<file path="config.mk">
export PLATFORM = sky130hd
export DESIGN_NAME = rx_mac_interface
export DESIGN_NICKNAME = d
export VERILOG_FILES = /design/src/rtl/rx_mac_interface.sv
export SDC_FILE = /design/constraint.sdc
export NUM_CORES = 1
export LEC_CHECK = 0
export ABC_AREA = 1
export CAP_MARGIN = 20
export CORE_ASPECT_RATIO = 0.5
export CORE_UTILIZATION = 45
export DETAILED_ROUTE_END_ITERATION = 8
export PLACE_DENSITY = 0.69
export SYNTH_ARGS = -nofsm -noshare
export SYNTH_HDL_FRONTEND = slang
export SYNTH_SLANG_ARGS = --single-unit
export TNS_END_PERCENT = 20
</file>
<file path="constraint.sdc">
create_clock -name clk -period 11.22 [get_ports clk]
set_clock_uncertainty 0.2 [all_clocks]
set_input_delay 2.244 -clock clk [delete_from_list [all_inputs] [get_ports clk]]
set_output_delay 2.244 -clock clk [all_outputs]
set_load 0.02 [all_outputs]
</file>
<file path="src/rtl/rx_mac_interface.sv">
// 10G MAC Rx client to ring-buffer writer: stores {descriptor, data qwords} per frame,
// publishes the committed write pointer and drops errored, oversized or overflowing frames.
module rx_mac_interface #(
    parameter int unsigned AW        = 9,
    parameter int unsigned MAX_BYTES = 9216
) (
    input  logic          clk,
    input  logic          reset_n,
    input  logic [63:0]   rx_data,
    input  logic [7:0]    rx_data_valid,
    input  logic          rx_good_frame,
    input  logic          rx_bad_frame,
    output logic [AW-1:0] wr_addr,
    output logic [63:0]   wr_data,
    output logic          wr_en,
    output logic [AW-1:0] commited_wr_address,
    output logic          commited_wr_address_change,
    input  logic          rd_addr_updated,
    input  logic [AW-1:0] commited_rd_addr,
    output logic [31:0]   rx_dropped_frames
);

    typedef enum logic [1:0] {S_IDLE, S_RECV, S_COMMIT, S_DROP} state_t;

    state_t        r_state;
    state_t        w_next_state;

    logic [AW-1:0] r_cur_addr;
    logic [AW-1:0] r_sof_addr;
    logic [31:0]   r_byte_cnt;
    logic [AW-1:0] r_commit_addr;
    logic [1:0]    r_chg_cnt;
    logic [31:0]   r_dropped;

    logic          r_wr_en;
    logic [AW-1:0] r_wr_addr;
    logic [63:0]   r_wr_data;

    logic          r_upd0;
    logic          r_upd1;
    logic [AW-1:0] r_rd0;
    logic [AW-1:0] r_rd1;

    logic [3:0]    w_popcnt;
    logic [32:0]   w_cnt_sum;
    logic          w_beat;
    logic          w_full;
    logic          w_over;
    logic          w_reject;
    logic          w_end;

    logic          w_wr_en;
    logic [AW-1:0] w_wr_addr;
    logic [63:0]   w_wr_data;
    logic          w_accept;
    logic          w_rewind;
    logic          w_commit;

    always_comb begin
        w_popcnt = '0;
        for (int unsigned i = 0; i < 8; i++) begin
            w_popcnt = w_popcnt + {3'b000, rx_data_valid[i]};
        end
    end

    assign w_cnt_sum = {1'b0, r_byte_cnt} + {29'b0, w_popcnt};
    assign w_beat    = (rx_data_valid != 8'h00);
    // One slot always stays empty so that write pointer == read pointer means empty.
    assign w_full    = (r_cur_addr == r_rd1);
    assign w_over    = (w_cnt_sum > 33'(MAX_BYTES));
    assign w_reject  = w_beat & (w_full | w_over);
    assign w_end     = rx_good_frame | rx_bad_frame;

    always_ff @(posedge clk or negedge reset_n) begin
        if (!reset_n) begin
            r_upd0 <= 1'b0;
            r_upd1 <= 1'b0;
            r_rd0  <= '0;
            r_rd1  <= '0;
        end else begin
            r_upd0 <= rd_addr_updated;
            r_upd1 <= r_upd0;
            r_rd0  <= commited_rd_addr;
            if (r_upd1) begin
                r_rd1 <= r_rd0;
            end
        end
    end

    always_ff @(posedge clk or negedge reset_n) begin
        if (!reset_n) begin
            r_state <= S_IDLE;
        end else begin
            r_state <= w_next_state;
        end
    end

    always_comb begin
        w_next_state = r_state;
        case (r_state)
            S_IDLE, S_RECV: begin
                // A good pulse in IDLE with no beat is a zero-length frame and is ignored.
                if (w_beat || (r_state == S_RECV)) begin
                    if (w_reject) begin
                        w_next_state = w_end ? S_IDLE : S_DROP;
                    end else if (rx_bad_frame) begin
                        w_next_state = S_IDLE;
                    end else if (rx_good_frame) begin
                        w_next_state = S_COMMIT;
                    end else begin
                        w_next_state = S_RECV;
                    end
                end
            end
            S_COMMIT: w_next_state = S_IDLE;
            S_DROP:   w_next_state = w_end ? S_IDLE : S_DROP;
            default:  w_next_state = S_IDLE;
        endcase
    end

    always_comb begin
        w_wr_en   = 1'b0;
        w_wr_addr = r_cur_addr;
        w_wr_data = rx_data;
        w_accept  = 1'b0;
        w_rewind  = 1'b0;
        w_commit  = 1'b0;
        case (r_state)
            S_IDLE, S_RECV: begin
                if (w_beat || (r_state == S_RECV)) begin
                    w_accept = w_beat & ~w_reject;
                    w_wr_en  = w_accept;
                    w_rewind = (w_reject & w_end) | (~w_reject & rx_bad_frame);
                end
            end
            S_COMMIT: begin
                w_wr_en   = 1'b1;
                w_wr_addr = r_sof_addr;
                w_wr_data = {r_byte_cnt, 32'h0};
                w_commit  = 1'b1;
            end
            S_DROP: w_rewind = w_end;
            default: ;
        endcase
    end

    always_ff @(posedge clk or negedge reset_n) begin
        if (!reset_n) begin
            r_cur_addr    <= AW'(1);
            r_sof_addr    <= '0;
            r_byte_cnt    <= '0;
            r_commit_addr <= '0;
            r_chg_cnt     <= '0;
            r_dropped     <= '0;
            r_wr_en       <= 1'b0;
            r_wr_addr     <= '0;
            r_wr_data     <= '0;
        end else begin
            r_wr_en   <= w_wr_en;
            r_wr_addr <= w_wr_addr;
            r_wr_data <= w_wr_data;

            if (w_commit) begin
                r_commit_addr <= r_cur_addr;
                r_sof_addr    <= r_cur_addr;
                r_cur_addr    <= r_cur_addr + 1'b1;
                r_byte_cnt    <= '0;
            end else if (w_rewind) begin
                r_cur_addr <= r_sof_addr + 1'b1;
                r_byte_cnt <= '0;
            end else if (w_accept) begin
                r_cur_addr <= r_cur_addr + 1'b1;
                r_byte_cnt <= w_cnt_sum[31:0];
            end

            if (w_rewind) begin
                r_dropped <= r_dropped + 1'b1;
            end

            if (w_commit) begin
                r_chg_cnt <= 2'd2;
            end else if (r_chg_cnt != 2'd0) begin
                r_chg_cnt <= r_chg_cnt - 1'b1;
            end
        end
    end

    assign wr_en                      = r_wr_en;
    assign wr_addr                    = r_wr_addr;
    assign wr_data                    = r_wr_data;
    assign commited_wr_address        = r_commit_addr;
    assign commited_wr_address_change = (r_chg_cnt != 2'd0);
    assign rx_dropped_frames          = r_dropped;

endmodule

</file>
## Word-level counts from Yosys, hierarchy flattened

Index checks and enable logic that the tools add are counted.

| storage, ports and cells | value |
|---|---|
| bits in registers | 180 |
| logic and storage cells | 68 |

| operators by class | value |
|---|---|
| $add $sub $neg | 12 |
| $lt $le $gt $ge | 1 |
| equal/unequal tests | 5 |
| muxes and demuxes | 22 |
| bitwise logic cells | 8 |
| reductions and logical operators | 7 |

Operators by type and width:

| operator | number |
|---|---|
| $mux 32 | 3 |
| $mux 64 | 1 |
| $mux 9 | 4 |
| $add 32x4->33 | 1 |
| $gt 33x14->1 const B | 1 |
| $add 32x1->32 const B | 1 |
| $add 9x1->9 const B | 2 |
| $add 4x1->4 | 4 |
| $mux 2 | 7 |
| $eq 9x9->1 | 1 |
| $reduce_bool 8->1 | 1 |
| $pmux 2 s3 | 1 |
| $add 3x1->4 | 1 |
| $and 1x1->1 | 4 |
| $eq 2x2->1 const B | 2 |
| $mux 1 | 4 |
| $pmux 1 s2 | 2 |
| $reduce_bool 2->1 | 2 |
| $add 2x1->3 | 1 |
| $or 1x1->1 | 3 |
| $reduce_bool 3->1 | 1 |
| $add 1x1->2 | 1 |
| $eq 2x1->1 const B | 1 |
| $logic_not 2->1 | 1 |
| other kinds (5) | 5 |

## Longest topological paths before layout

| logic depth | value |
|---|---|
| depth in word-level cells | 18 |
| depth in mapped cells | 29 |
| mapped depth without buffers | 28 |

## Worst setup path before layout

OpenSTA, ideal clock, no wires.

| path | value |
|---|---|
| path type | input port to flip-flop |
| start point | input rx_data_valid[0] |
| end point | register r_cur_addr[6] |
| arrival | 6098 ps |
| setup slack | 4806 ps |
| stages on the path | 27 |
| cells stage by stage | fa_1 inv_1 fa_1 fa_1 fa_1 inv_1 fa_1 nand2_1 nand2_1 nand2_1 nor2_2 nand2_1 xor2_1 clkinv_1 nand2_1 nor2_1 nand3_1 nand2_1 nand2_2 nand3_2 nand2_2 nand2_4 nand2_4 buf_2 nand2_1 nand2_1 nand2_1 |

| between the ends | value |
|---|---|
| cells in the longest elaborated chain, start to end | 18 |
| elaborated cells between the ends (all ways) | 25 |
| those cells by class | add/sub (8); order compare (1); mux (6); bitwise (7); reduce/logical (3) |

Ends and longest elaborated chain:

| item | RTL line | source |
|---|---|---|
| start: declaration | 10 | `input logic [7:0] rx_data_valid,` |
| $add 1x1->2 | 62 | `w_popcnt = w_popcnt + {3'b000, rx_data_valid[i]};` |
| $add 2x1->3 | 62 |  |
| $add 3x1->4 | 62 |  |
| $add 4x1->4 (4 in series) | 62 |  |
| $add 32x4->33 | 66 | `assign w_cnt_sum = {1'b0, r_byte_cnt} + {29'b0, w_popcnt};` |
| $gt 33x14->1 | 70 | `assign w_over = (w_cnt_sum > 33'(MAX_BYTES));` |
| $or 1x1->1 | 71 | `assign w_reject = w_beat & (w_full \| w_over);` |
| $and 1x1->1 | 71 |  |
| $not 1->1 | 131, 133 |  |
| $and 1x1->1 | 133 | `w_rewind = (w_reject & w_end) \| (~w_reject & rx_bad_frame);` |
| $or 1x1->1 | 133 |  |
| $mux 1 | 130 | `if (w_beat \|\| (r_state == S_RECV)) begin` |
| $pmux 1 s2 | 128 | `case (r_state)` |
| $mux 9 | 168 | `end else if (w_rewind) begin` |
| $mux 9 | 163 | `if (w_commit) begin` |
| end signal: assignment | 166 | `r_cur_addr <= r_cur_addr + 1'b1;` |
| end signal: assignment | 169 | `r_cur_addr <= r_sof_addr + 1'b1;` |
| end signal: assignment | 172 | `r_cur_addr <= r_cur_addr + 1'b1;` |
| end: declaration | 28 | `logic [AW-1:0] r_cur_addr;` |

Parallel ways exist; a longest one is shown, timed or not.
A chain may end at the register's enable or synchronous reset.

## Worst setup path in the final report

| path | value |
|---|---|
| start point | input rx_data_valid[0] |
| end point | register r_cur_addr[8] |

The elaborated chain is that of the path after synthesis.

==> impl_results.md <==
* Router iterations before antenna repair at 5
* Commonest non-fill, non-tap cell in the layout: nand2_1
* CTS tree: yes
* PwrDens at 176 nW/µm²
* F_max at 136 MHz
* Postcts setup bufs at 0
* Total power at 2.10 mW
* Number of global-route vias before repair at 7587
* All-Layer GR Usage at 0.242
* Post-Syn Instances at 1149
* DR WL/cell at 15.0 µm
* Worst Setup SP: rx_data_valid[0]
* Worst-Skew Late Latency at 0.44 ns
* Number of buffer and inverter stages on the critical path at 6
* P_leak at 5.47 nW
* Vias per inst at 4.96
* R2R Setup Slk at 6.25 ns
* Post-synthesis cell type count at 38
* First-pass GRT wire length at 39.0 mm
* Worst Reg-to-Reg Cells at 24
* Clock group share of total power at 0.281
* Area leader, netlist: dfrtp_1
* # port buffers at 201
* RR Endpoint: r_cur_addr[8]
* Dpl ws at 3.42 ns
* Syn nets at 1251
* #FFs+latches synth at 180
* Top cells by area, synth: dfrtp_1, nand2_1, inv_1, nor2_1, o21ai_0
* Total die area at 20900 µm²
* Measured slew at the worst slew-check pin at 0.980 ns
* CP max-delay cell: fa_1
* Seq pwr share at 0.405
* Max VDD drop at 0.107 mV
* Fraction of layout cells with a size suffix above 1 at 0.0531
* Critical path arrival at 7.46 ns
* Post_cts resized at 0
* Final critical-path required period at 7.34 ns
* Clock-pin slew on the worst setup and hold paths at 0.07 ns
* WP depth at 26
* Setup_tns at 0 ns
* DR iter-0 viols at 508
* Final ANT Viol Nets at 0
* Routed via count at 8057
* Most frequent cells in the layout: nand2_1, clkdlybuf4s50_1, dfrtp_1
* Critical Path RT at 11.34 ns
* Die Wd at 203 µm
* Mapped Avg Cell Area at 7.93 µm²
* Setup CP Type: input port to flop
* CP endpoint kind: flop
* Cell Area, Synth at 9110 µm²
* Core footprint at 19600 µm²
* Number of remaining DRC errors at 0
* Pins Over Slew Limit at 0
* IO Pins at 202
* Crit-path max FO at 27
* CP most frequent cell: fa_1
* Post-Route WL at 24.3 mm
* Delay-heaviest family, CP: adder cells
* Rel. slew slack at 0.347
* Unrepaired setup endpoints after global routing: false
* Comb pwr share at 0.314
* Largest net degree at the start of global routing at 106
* CP max stage delay at 0.55 ns
* Area growth, synth to finish at 30.8%
* Final core occ at 0.607
* Cell area after layout at 11900 µm²
* Total CTS buffers at 17
* Row count at 36
* Placed instance area at 11300 µm²
* Top cell type's share of synthesized area at 0.492
* Filler cells at 1775
* Clock Sinks at 180
* Die height at 103 µm
* Sw power at 753 µW
* Critical Path Sink: r_cur_addr[8]
* Outcome: finished clean
* Final Hold Fails at 0
* Global route overflow at 0
* Crit start category: input port
* Sw frac at 0.359
* Cell Int Power at 1.35 mW
* Starting Density at 0.464
* ANT cells at 0
* Reg2reg start: r_byte_cnt[0]
* CTS max path bufs at 2
* Initial antenna violation count at 0
* GP Congestion at 0.990
* Cts hold-fix bufs at 0
* Warnings, synthesis at 0
* Hpwl dp at 18.4 mm
* Setup ws final at 3.88 ns
* Hold Path Class: flop to flop
* Nets@finish at 1447
* Max Cap Viol at 0
* Final Cycle Share at 0.654
* H-Tree Depth at 4
* Sequential share of the synthesized area at 0.494
* Root Buffer: clkbuf_16
* # setup viols final at 0
final cells by class:
cell class / instances / area [µm²] / area share
Multi-Input combinational cell: 784 / 3880 / 0.325
Clock buffer: 17 / 425 / 0.0357
Inverter: 158 / 596 / 0.0500
Timing Repair Buffer: 204 / 2040 / 0.171
Tap cell: 266 / 333 / 0.0279
Clock inverter: 14 / 149 / 0.0125
Sequential cell: 180 / 4510 / 0.378
power groups by stage:
| stage | combinational, mW | sequential, mW | clock (mW) |
|---|---|---|---|
| final | 0.659 | 0.850 | 0.590 |
| after global routing | 0.731 | 0.864 | 0.632 |
| after CTS | 0.664 | 0.850 | 0.605 |
| after detailed placement | 0.659 | 0.862 | 0 |
| after global placement | 0.650 | 0.858 | 0 |
| after floorplan | 0.302 | 0.921 | 0 |
synthesized netlist by cell type:
library cell    n
nand2_2         9
buf_8           1
xor2_1         49
fa_1            5
a21boi_2        1
buf_6           2
nor3b_1         3
clkbuf_1       17
nand3_4         1
xnor2_1         3
nor2_2          2
mux2i_1         1
a21oi_2         6
a21oi_1         5
buf_4           2
mux2_2          2
inv_1         153
nor2_1        133
nand3_2         2
nor3_1         30
nand3b_1        7
o21ai_1         3
nand3_1        54
inv_4           1
nand2_4         3
dfstp_2         1
or2_2           1
nor4_1          9
nand2_1       335
buf_2           5
ha_1           11
o21ai_0        89
nor2_4          3
nand4_1        16
or2_0           1
dfrtp_1       179
clkinv_1        1
inv_2           3
state kept, by name, indices dropped and copies added (netlist names), 2 cells and up:
signal,flops
commited_wr_address,9
r_byte_cnt,32
r_chg_cnt,2
r_cur_addr,9
r_rd0,9
r_rd1,9
r_state,2
rx_dropped_frames,32
wr_addr,9
wr_data,64
stage by stage:
| step | hold slack [ns] | cells |
|---|---|---|
| global route | 0.172 | 1623 |
| global placement | 0.133 | 1592 |
| detailed placement | 0.142 | 1592 |
| CTS | 0.158 | 1623 |
| floorplan | 0.131 | 1149 |
| finish | 0.158 | 1623 |
metal layers:
metal / GRT usage / part of all wire / up-vias
met3: 0.0714 / 0.076 / 42
met1: 0.323 / 0.45 / 3801
li1: - / - / 3964
met5: 0 / 0 / -
met4: 0.0798 / 0.021 / 0
met2: 0.382 / 0.45 / 250
worst min path at each step:
stage | startpoint | cells after the start | slack (ns) | endpoint
after floorplan | r_upd0 | 0 | 0.13 | r_upd1
after global placement | r_upd0 | 0 | 0.13 | r_upd1
after detailed placement | r_upd0 | 0 | 0.14 | r_upd1
after CTS | r_upd0 | 0 | 0.16 | r_upd1
after global routing | r_upd0 | 0 | 0.17 | r_upd1
final | r_upd0 | 0 | 0.16 | r_upd1
logic make-up after synthesis:
family | count (synthesis) | share of synthesized area
fa+ha+maj | 16 | 0.0261
xor+xnor | 52 | 0.0500
compound gates | 104 | 0.0603
mux | 3 | 0.00357
flops | 180 | 0.494
simple gates | 609 | 0.285
buf+inv | 185 | 0.0809
(Power assumes the default switching activity.)
